`src/rtl/mem_responder_pkg.sv`:
```
// ---------------------------------------------------------------------------
// mem_resp_pkg
// Shared definitions for the mem_responder block.
//   state_t   : responder FSM states (IDLE, WAIT, RESP)
//   PORT_ADDR : address decoded to the memory-mapped output register
//   WP_LIMIT  : highest address of the write-protected region (used only
//               when MEM_WRITE_PROTECT_EN is defined)
// ---------------------------------------------------------------------------
package mem_resp_pkg;

    typedef enum logic [1:0] {
        IDLE = 2'd0,
        WAIT = 2'd1,
        RESP = 2'd2
    } state_t;

    localparam logic [7:0] PORT_ADDR = 8'hFF;
    localparam logic [7:0] WP_LIMIT  = 8'h1F;

endpackage

```
`src/rtl/mem_responder_if.sv`:
```
// ---------------------------------------------------------------------------
// mem_responder_if
// CPU-side bus between a requester and mem_responder.
//   req          : access request (master -> slave)
//   Address_out  : 8-bit access address (master -> slave)
//   Data_out     : 8-bit write data (master -> slave)
//   MW           : 1 = write, 0 = read (master -> slave)
//   Data_in      : 8-bit read data (slave -> master)
//   ready        : one-cycle transaction-complete strobe (slave -> master)
//   port_out     : memory-mapped output register (slave -> master)
//   acc_cnt      : completed-transaction counter (slave -> master)
//   err          : one-cycle protection-violation strobe (slave -> master)
// ---------------------------------------------------------------------------
interface mem_responder_if;

    logic       req;
    logic [7:0] Address_out;
    logic [7:0] Data_out;
    logic       MW;
    logic [7:0] Data_in;
    logic       ready;
    logic [7:0] port_out;
    logic [7:0] acc_cnt;
    logic       err;

    modport master (
        output req, Address_out, Data_out, MW,
        input  Data_in, ready, port_out, acc_cnt, err
    );

    modport slave (
        input  req, Address_out, Data_out, MW,
        output Data_in, ready, port_out, acc_cnt, err
    );

endinterface

```
`src/rtl/mem_responder_mem_array.sv`:
```
// ---------------------------------------------------------------------------
// mem_array_256x8
// 256 x 8 storage: synchronous write, asynchronous (combinational) read.
// Contents have no reset.
//   clk     : clock, write happens on rising edge when we_i is high
//   we_i    : write enable
//   addr_i  : shared read/write address
//   wdata_i : write data
//   rdata_o : read data, mem[addr_i]
// ---------------------------------------------------------------------------
module mem_array_256x8 (
    input  logic       clk,
    input  logic       we_i,
    input  logic [7:0] addr_i,
    input  logic [7:0] wdata_i,
    output logic [7:0] rdata_o
);

    logic [7:0] mem_q [256];

    always_ff @(posedge clk) begin
        if (we_i) begin
            mem_q[addr_i] <= wdata_i;
        end
    end

    assign rdata_o = mem_q[addr_i];

endmodule

```
`src/rtl/mem_responder.sv`:
```
// ---------------------------------------------------------------------------
// mem_responder
// Single-outstanding memory responder. A request is captured in IDLE, held
// for WAIT_CYCLES cycles in WAIT, then performed in RESP. The access result
// (read data, ready strobe, counter, err) is registered at the end of RESP,
// so ready rises WAIT_CYCLES+1 cycles after the capture edge. Address
// PORT_ADDR reaches the port_out register instead of memory.
//
// Parameters
//   WAIT_CYCLES : wait cycles between capture and response (0..15)
// Ports
//   clk   : clock, rising edge
//   reset : synchronous, active-low reset
//   bus   : mem_responder_if.slave (req/Address_out/Data_out/MW in,
//           Data_in/ready/port_out/acc_cnt/err out)
// Build option
//   MEM_WRITE_PROTECT_EN : when defined, writes to 8'h00..WP_LIMIT complete
//                          with ready but leave memory unchanged and pulse err
// ---------------------------------------------------------------------------
module mem_responder
    import mem_resp_pkg::*;
#(
    parameter int unsigned WAIT_CYCLES = 1
) (
    input  logic            clk,
    input  logic            reset,
    mem_responder_if.slave  bus
);

    localparam logic [3:0] WAIT_LOAD = 4'((WAIT_CYCLES == 0) ? 0 : WAIT_CYCLES - 1);

    state_t     state_q, state_d;
    logic [3:0] wcnt_q, wcnt_d;
    logic [7:0] addr_q, addr_d;
    logic [7:0] wdata_q, wdata_d;
    logic       mw_q, mw_d;
    logic [7:0] rdata_q, rdata_d;
    logic       ready_q, ready_d;
    logic       err_q, err_d;
    logic [7:0] port_q, port_d;
    logic [7:0] acc_q, acc_d;

    logic       mem_we;
    logic [7:0] mem_rdata;
    logic       is_port;
    logic       wp_hit;

    always_comb begin
        state_d = state_q;
        wcnt_d  = wcnt_q;
        addr_d  = addr_q;
        wdata_d = wdata_q;
        mw_d    = mw_q;
        rdata_d = rdata_q;
        ready_d = 1'b0;
        err_d   = 1'b0;
        port_d  = port_q;
        acc_d   = acc_q;
        mem_we  = 1'b0;

        is_port = (addr_q == PORT_ADDR);
`ifdef MEM_WRITE_PROTECT_EN
        wp_hit  = mw_q && (addr_q <= WP_LIMIT);
`else
        wp_hit  = 1'b0;
`endif

        case (state_q)
            IDLE: begin
                if (bus.req) begin
                    addr_d  = bus.Address_out;
                    wdata_d = bus.Data_out;
                    mw_d    = bus.MW;
                    if (WAIT_CYCLES > 0) begin
                        state_d = WAIT;
                        wcnt_d  = WAIT_LOAD;
                    end else begin
                        state_d = RESP;
                    end
                end
            end
            WAIT: begin
                if (wcnt_q == 4'd0) begin
                    state_d = RESP;
                end else begin
                    wcnt_d = wcnt_q - 4'd1;
                end
            end
            RESP: begin
                state_d = IDLE;
                ready_d = 1'b1;
                acc_d   = acc_q + 8'd1;
                err_d   = wp_hit;
                if (mw_q) begin
                    if (is_port) begin
                        port_d = wdata_q;
                    end else begin
                        // The memory write lands on the edge that ends RESP;
                        // a reset on that edge must cancel it.
                        mem_we = !wp_hit && reset;
                    end
                end else begin
                    rdata_d = is_port ? port_q : mem_rdata;
                end
            end
            default: state_d = IDLE;
        endcase
    end

    always_ff @(posedge clk) begin
        if (!reset) begin
            state_q <= IDLE;
            wcnt_q  <= 4'd0;
            ready_q <= 1'b0;
            err_q   <= 1'b0;
            rdata_q <= 8'h00;
            port_q  <= 8'h00;
            acc_q   <= 8'h00;
        end else begin
            state_q <= state_d;
            wcnt_q  <= wcnt_d;
            ready_q <= ready_d;
            err_q   <= err_d;
            rdata_q <= rdata_d;
            port_q  <= port_d;
            acc_q   <= acc_d;
        end
    end

    // Captured request fields are pure data; only the FSM decides when they
    // are used, so they carry no reset.
    always_ff @(posedge clk) begin
        addr_q  <= addr_d;
        wdata_q <= wdata_d;
        mw_q    <= mw_d;
    end

    mem_array_256x8 u_mem (
        .clk     (clk),
        .we_i    (mem_we),
        .addr_i  (addr_q),
        .wdata_i (wdata_q),
        .rdata_o (mem_rdata)
    );

    assign bus.Data_in  = rdata_q;
    assign bus.ready    = ready_q;
    assign bus.port_out = port_q;
    assign bus.acc_cnt  = acc_q;
    assign bus.err      = err_q;

endmodule

```
`src/flat_wrapper.sv`:
```
// flat-port wrapper written by rule: the top's interface ports become plain ports
module mem_responder_flat import mem_resp_pkg::*;
#(
    parameter int unsigned WAIT_CYCLES = 1
)
  (clk, reset, bus_req, bus_Address_out, bus_Data_out, bus_MW, bus_Data_in, bus_ready, bus_port_out, bus_acc_cnt, bus_err);
  mem_responder_if bus_i ();
  input  logic clk;
  input  logic reset;
  input wire logic [$bits(bus_i.req)-1:0] bus_req;
  input wire logic [$bits(bus_i.Address_out)-1:0] bus_Address_out;
  input wire logic [$bits(bus_i.Data_out)-1:0] bus_Data_out;
  input wire logic [$bits(bus_i.MW)-1:0] bus_MW;
  output wire logic [$bits(bus_i.Data_in)-1:0] bus_Data_in;
  output wire logic [$bits(bus_i.ready)-1:0] bus_ready;
  output wire logic [$bits(bus_i.port_out)-1:0] bus_port_out;
  output wire logic [$bits(bus_i.acc_cnt)-1:0] bus_acc_cnt;
  output wire logic [$bits(bus_i.err)-1:0] bus_err;
  assign bus_i.req = bus_req;
  assign bus_i.Address_out = bus_Address_out;
  assign bus_i.Data_out = bus_Data_out;
  assign bus_i.MW = bus_MW;
  assign bus_Data_in = bus_i.Data_in;
  assign bus_ready = bus_i.ready;
  assign bus_port_out = bus_i.port_out;
  assign bus_acc_cnt = bus_i.acc_cnt;
  assign bus_err = bus_i.err;
  mem_responder #(.WAIT_CYCLES(WAIT_CYCLES)) u_core (.clk(clk), .reset(reset), .bus(bus_i));
endmodule
```
`config.mk`:
```
export PLATFORM = sky130hd
export DESIGN_NAME = mem_responder_flat
export DESIGN_NICKNAME = d
export VERILOG_FILES = /design/src/rtl/mem_responder_pkg.sv /design/src/rtl/mem_responder_if.sv /design/src/rtl/mem_responder_mem_array.sv /design/src/rtl/mem_responder.sv /design/src/flat_wrapper.sv
export SDC_FILE = /design/constraint.sdc
export NUM_CORES = 2
export LEC_CHECK = 0
export CAP_MARGIN = 20
export CELL_PAD_IN_SITES_DETAIL_PLACEMENT = 1
export CELL_PAD_IN_SITES_GLOBAL_PLACEMENT = 2
export CORE_ASPECT_RATIO = 0.7
export CORE_MARGIN = 2
export CORE_UTILIZATION = 54
export DETAILED_ROUTE_END_ITERATION = 12
export PLACE_DENSITY = 0.88
export SLEW_MARGIN = 5
export SYNTH_ARGS = -nofsm -noshare
export SYNTH_HDL_FRONTEND = slang
export SYNTH_SLANG_ARGS = --single-unit
```
`constraint.sdc`:
```
create_clock -name clk -period 11.8 [get_ports clk]
set_input_delay 1.18 -clock clk [delete_from_list [all_inputs] [get_ports clk]]
set_output_delay 1.18 -clock clk [all_outputs]
set_load 0.05 [all_outputs]
```
# Word-level counts from Yosys, hierarchy flattened
# Memory sizes are Yosys's and may differ from the RTL's. A register that Yosys moved wholly into a read port is not among the register bits.
# Index checks and enable logic that the tools add are counted.
[word_totals] regBits=48 mem_bits_rw=2048 out_inout_bits=26 word_cells=41 mem_count=1
[mem_list] memory="u_core.u_mem.mem_q" words=256 width=8 read_ports=1 rd_clocked_by_memory_dff=1 write_ports=1 line_no="mem_responder_mem_array.sv:19" rtl="logic [7:0] mem_q [256];"
[op_classes] add_sub_neg=2 eq_ne=6 muxes=14 bitwise=1 reduce_logical=8
[ops] cell="8-bit 2-to-1 mux" n=2
[ops] cell="8-bit by 1-bit adder with 8-bit output (second input constant)" n=1
[ops] cell="8-bit == test (second input constant)" n=1
[ops] cell="4-bit 2-to-1 mux" n=2
[ops] cell="4-bit one-hot mux with 2 select lines" n=1
[ops] cell="1-bit 2-to-1 mux" n=6
[ops] cell="2-bit AND reduction" n=3
[ops] cell="3-bit AND reduction" n=2
[ops] cell="4-bit zero test" n=1
[ops] cell="2-bit 2-to-1 mux" n=2
[ops] cell="2-bit != test (second input constant)" n=2
[ops] cell="2-bit one-hot mux with 2 select lines" n=1
[ops] cell="4-bit by 1-bit subtractor with 4-bit output (second input constant)" n=1
[ops] cell="2-bit by 1-bit == test with 1-bit output (second input constant)" n=1
[ops] cell="2-bit == test (second input constant)" n=1
[ops] cell="2-bit zero test" n=1
[ops] cell="2-bit by 1-bit != test with 1-bit output (second input constant)" n=1
[ops] cell="2-bit nonzero test" n=1
[ops] cell="1-bit NOT" n=1

# Longest topological paths before layout
[logic_depth] word_depth=6 depth_mapped=13 ltp_nobuf=7

# Cells and area by module
# From an unflattened synthesis, not the netlist that was laid out.
[hier_totals] hier_cells=3724 hier_area_um2=80377.1
[modules_own_cells] module="mem_array_256x8" instances=1 cells_per_inst=3539 area_per_inst_um2=78332.6
[modules_own_cells] module="mem_responder" instances=1 cells_per_inst=185 area_per_inst_um2=2044.5

# Least setup slack after synthesis
# OpenSTA, ideal clock, no wires.
[synth_path] path_type="reg2reg" from="register u_core.wdata_q[0]" to="memory u_core.u_mem.mem_q[0][0] (data pin)" arrival_ns=3.243 t_required_ns=10.980 slack_ns=7.737 path_stages_with_launch=1 n_path_buf=0 cell_sequence="edfxtp_1"
[synth_lines] element="from (decl)" line_no="mem_responder.sv:35" rtl="logic [7:0] wdata_q, wdata_d;"
[synth_lines] element="from (signal assigned)" line_no="mem_responder.sv:134" rtl="wdata_q <= wdata_d;"
[synth_lines] element="to (decl)" line_no="mem_responder_mem_array.sv:19"
# No word-level cell before the write port.

==> qor.yml <==
outcome: "finished, final reports clean"
insertion_delay_ps: 840
dr.pass1.iters: 5
core_um2: 151000
syn2layout_area_growth_pct: 10.3
cp_top_family: "compound AO/OA/AOI/OAI gates"
netlist_instances: 3877
postCtsSetupBuffers: 0
worst_pin_slew_ps: 1260
slowest_stage: "dfxtp_4"
clock-sinks: 2104
hold_viol_final: 0
num_vias: 42000
track_usage: 0.295
drc: 0
die_w_um: 470
synthMuxAreaShare: 0.162
cts_hold_buffers: 0
synth_area_um2: 81900
synth_top_family_by_area: "multiplexers"
drt_iter0_markers: 5913
cp-start-kind: "flop"
placementRows: 119
multi_input_area_um2: 17800
cts_tree: "done"
synth_xor_area_frac: 0.000641
dieArea_um2: 155000
power.leakage_uw: 0.0277
crit_type: "flop to flop"
setup_tns_ps: 0
cp-end-kind: "flop"
worstHoldPathType: "flop to flop"
drive_above_1_share: 0.218
grt_max_degree: 194
async_reset_ff_frac: 0
root_buffer: "clkbuf_16"
ant_nets: 0
clk_pin_slew_ps: 70
arrival_ps: 5870
fmax_mhz: 193
wirelength_um: 226000
path_buf_inv: 2
slew_viol_final: 0
path_cells: "buf_4 -> buf_4 -> mux4_2 -> mux4_2 -> a2111oi_0 -> nor4b_1 -> o311ai_1 -> o41ai_1"
rsz0062_at_grt: "false"
cts_resized: 0
relSlewSlack: 0.160
synth.avg_cell_area_um2: 21.1
ir_drop_mv: 0.171
antenna_found_initial: 11
period_minus_slack_ps: 5170
layout_commonest_cell: "edfxtp_1"
yosysWarnings: 0
yosysUniqueCellTypes: 68
crit_path_max_fanout: 36
cp_data_required_time_ps: 12500
synth_seq_area_share: 0.766
die_h_um: 330
post_drt_via_cell_ratio: 6.88
synth-edff-count: 2065
max_stage_delay_ps: 870
setup_viol: 0
maxCapViolCount: 0
fin_nets: 3982
htree_num_levels: 4
ys_ff_latch: 2104
cts_buffer_depth: 3
grt_overflow_total: 0
regArea_um2: 62800
final_cells: 6115
grt_first_pass_wirelength_um: 323000
power_density_nw_per_um2: 174
min_period_over_period: 0.438
synth_fa_ha_area_frac: 0.000458
io_buffers: 44
synthFlopType: "edfxtp_1"
final_cell_mix: "2065 x edfxtp_1, 515 x mux4_2, 289 x nor2_1, 189 x clkbuf_16, 152 x nand2_1"
ios: 46
wl_per_cell_um: 37.0
cts_inserted_buffers: 187
num-fill-cells: 12300
synth_compound_area_frac: 0.0222
dp.final_hpwl_um: 134000
grt_pass1_vias: 42500
yosys.area_share.simple: 0.0312
initial_core_util: 0.544
skew_ps: 37.4
gp_congestion: 0.852
dp.cells: 5761
-- logic make-up after synthesis --
group,count (synthesis)
adders and majority gates,3
DFF,2104
AOI/OAI and AO/OA,256
muxes,675
other,1
and+or+nand+nor,588
buffers and inverters,244
xor gates and xnor gates,6
-- cell usage after synthesis (7+ instances only) --
master	count	area share
nand2b_1	11	0.00084
a21oi_1	40	0.0024
buf_6	26	0.0036
mux4_2	515	0.14
nor3_1	11	0.00067
buf_1	12	0.00055
inv_1	8	0.00037
o21ai_0	24	0.0015
clkbuf_1	96	0.0044
or3_1	10	0.00076
nand3_1	29	0.0018
a211oi_1	12	0.0011
a2111oi_0	8	0.00086
o22ai_1	32	0.0024
nor2_1	289	0.013
nor2b_1	31	0.0024
dfxtp_1	39	0.0095
a31oi_1	18	0.0014
mux2i_1	143	0.017
a32oi_1	7	0.00075
buf_2	66	0.0040
nand4_1	8	0.00061
o32ai_1	7	0.00075
and2_1	15	0.0011
buf_4	26	0.0024
edfxtp_1	2065	0.76
mux2_2	13	0.0018
nand2_1	152	0.0070
a22oi_1	10	0.00092
o221ai_1	39	0.0042
or2_2	9	0.00069
o211ai_1	11	0.0010
-- power breakdown --
part	internal, µW	switching [µW]	leakage, µW
Sequential	8240	42.5	0.0189
Combinational	503	863	0.00590
Clock	3340	2770	0.00294
-- flip-flops by register name, indices dropped and copies added, names as in the netlist, named ones only --
signal and cells:
u_core.bus.port_out 8, u_core.bus.ready 1, u_core.u_mem.mem_q 2048, u_core.addr_q 8, u_core.wcnt_q 4, u_core.state_q 2
u_core.bus.acc_cnt 8, u_core.bus.Data_in 8, u_core.wdata_q 8, u_core.mw_q 1
-- routing by layer --
layer  vias up  share of wire  global-route usage
met5         -        0.00017                   0
met4         6          0.033              0.0932
met1     22400           0.40               0.442
met2      2969           0.45               0.436
li1      16300              -                   -
met3       409           0.12              0.0673
-- through the flow --
step / setup slack (ps) / utilization / hold WS, ps / power [µW] / instance area, µm²
floorplan: 7740 / - / 469 / 9320 / 82000
global placement: 6330 / 0.560 / 479 / 9740 / 84300
detailed placement: 6090 / 0.560 / 501 / 9780 / 84300
CTS: 6180 / 0.600 / 510 / 15800 / 90300
global route: 6340 / 0.600 / 522 / 16100 / 90400
finish: 6630 / 0.600 / 504 / 15800 / 90400
-- path summary, 6_finish.rpt --
path                                             from               endpoint  slack [ps]  cells after the start
worst max-delay path                             flop  u_core.bus.Data_in[2]        6630                      8
worst max register to register                   flop  u_core.bus.Data_in[2]        6630                      8
worst min-delay path            u_core.bus.acc_cnt[7]  u_core.bus.acc_cnt[7]         500                      2
worst min register to register  u_core.bus.acc_cnt[7]  u_core.bus.acc_cnt[7]         500                      2
-- worst min-delay path, stage by stage, from the launching register on --
cell and delay [ps]:
dfxtp_1 320, o21ai_0 70, a21boi_0 70
-- area by class of cell --
type,instances,area share
sequential,2104,0.695
timing repair buffer,119,0.0133
tap,1996,0.0276
antenna,1,0.0000277
clock buffer,233,0.0544
inverter,10,0.000443
clock inverter,115,0.0121
multi-input combinational,1537,0.197
Note: power is estimated with default switching activity, not from simulation.
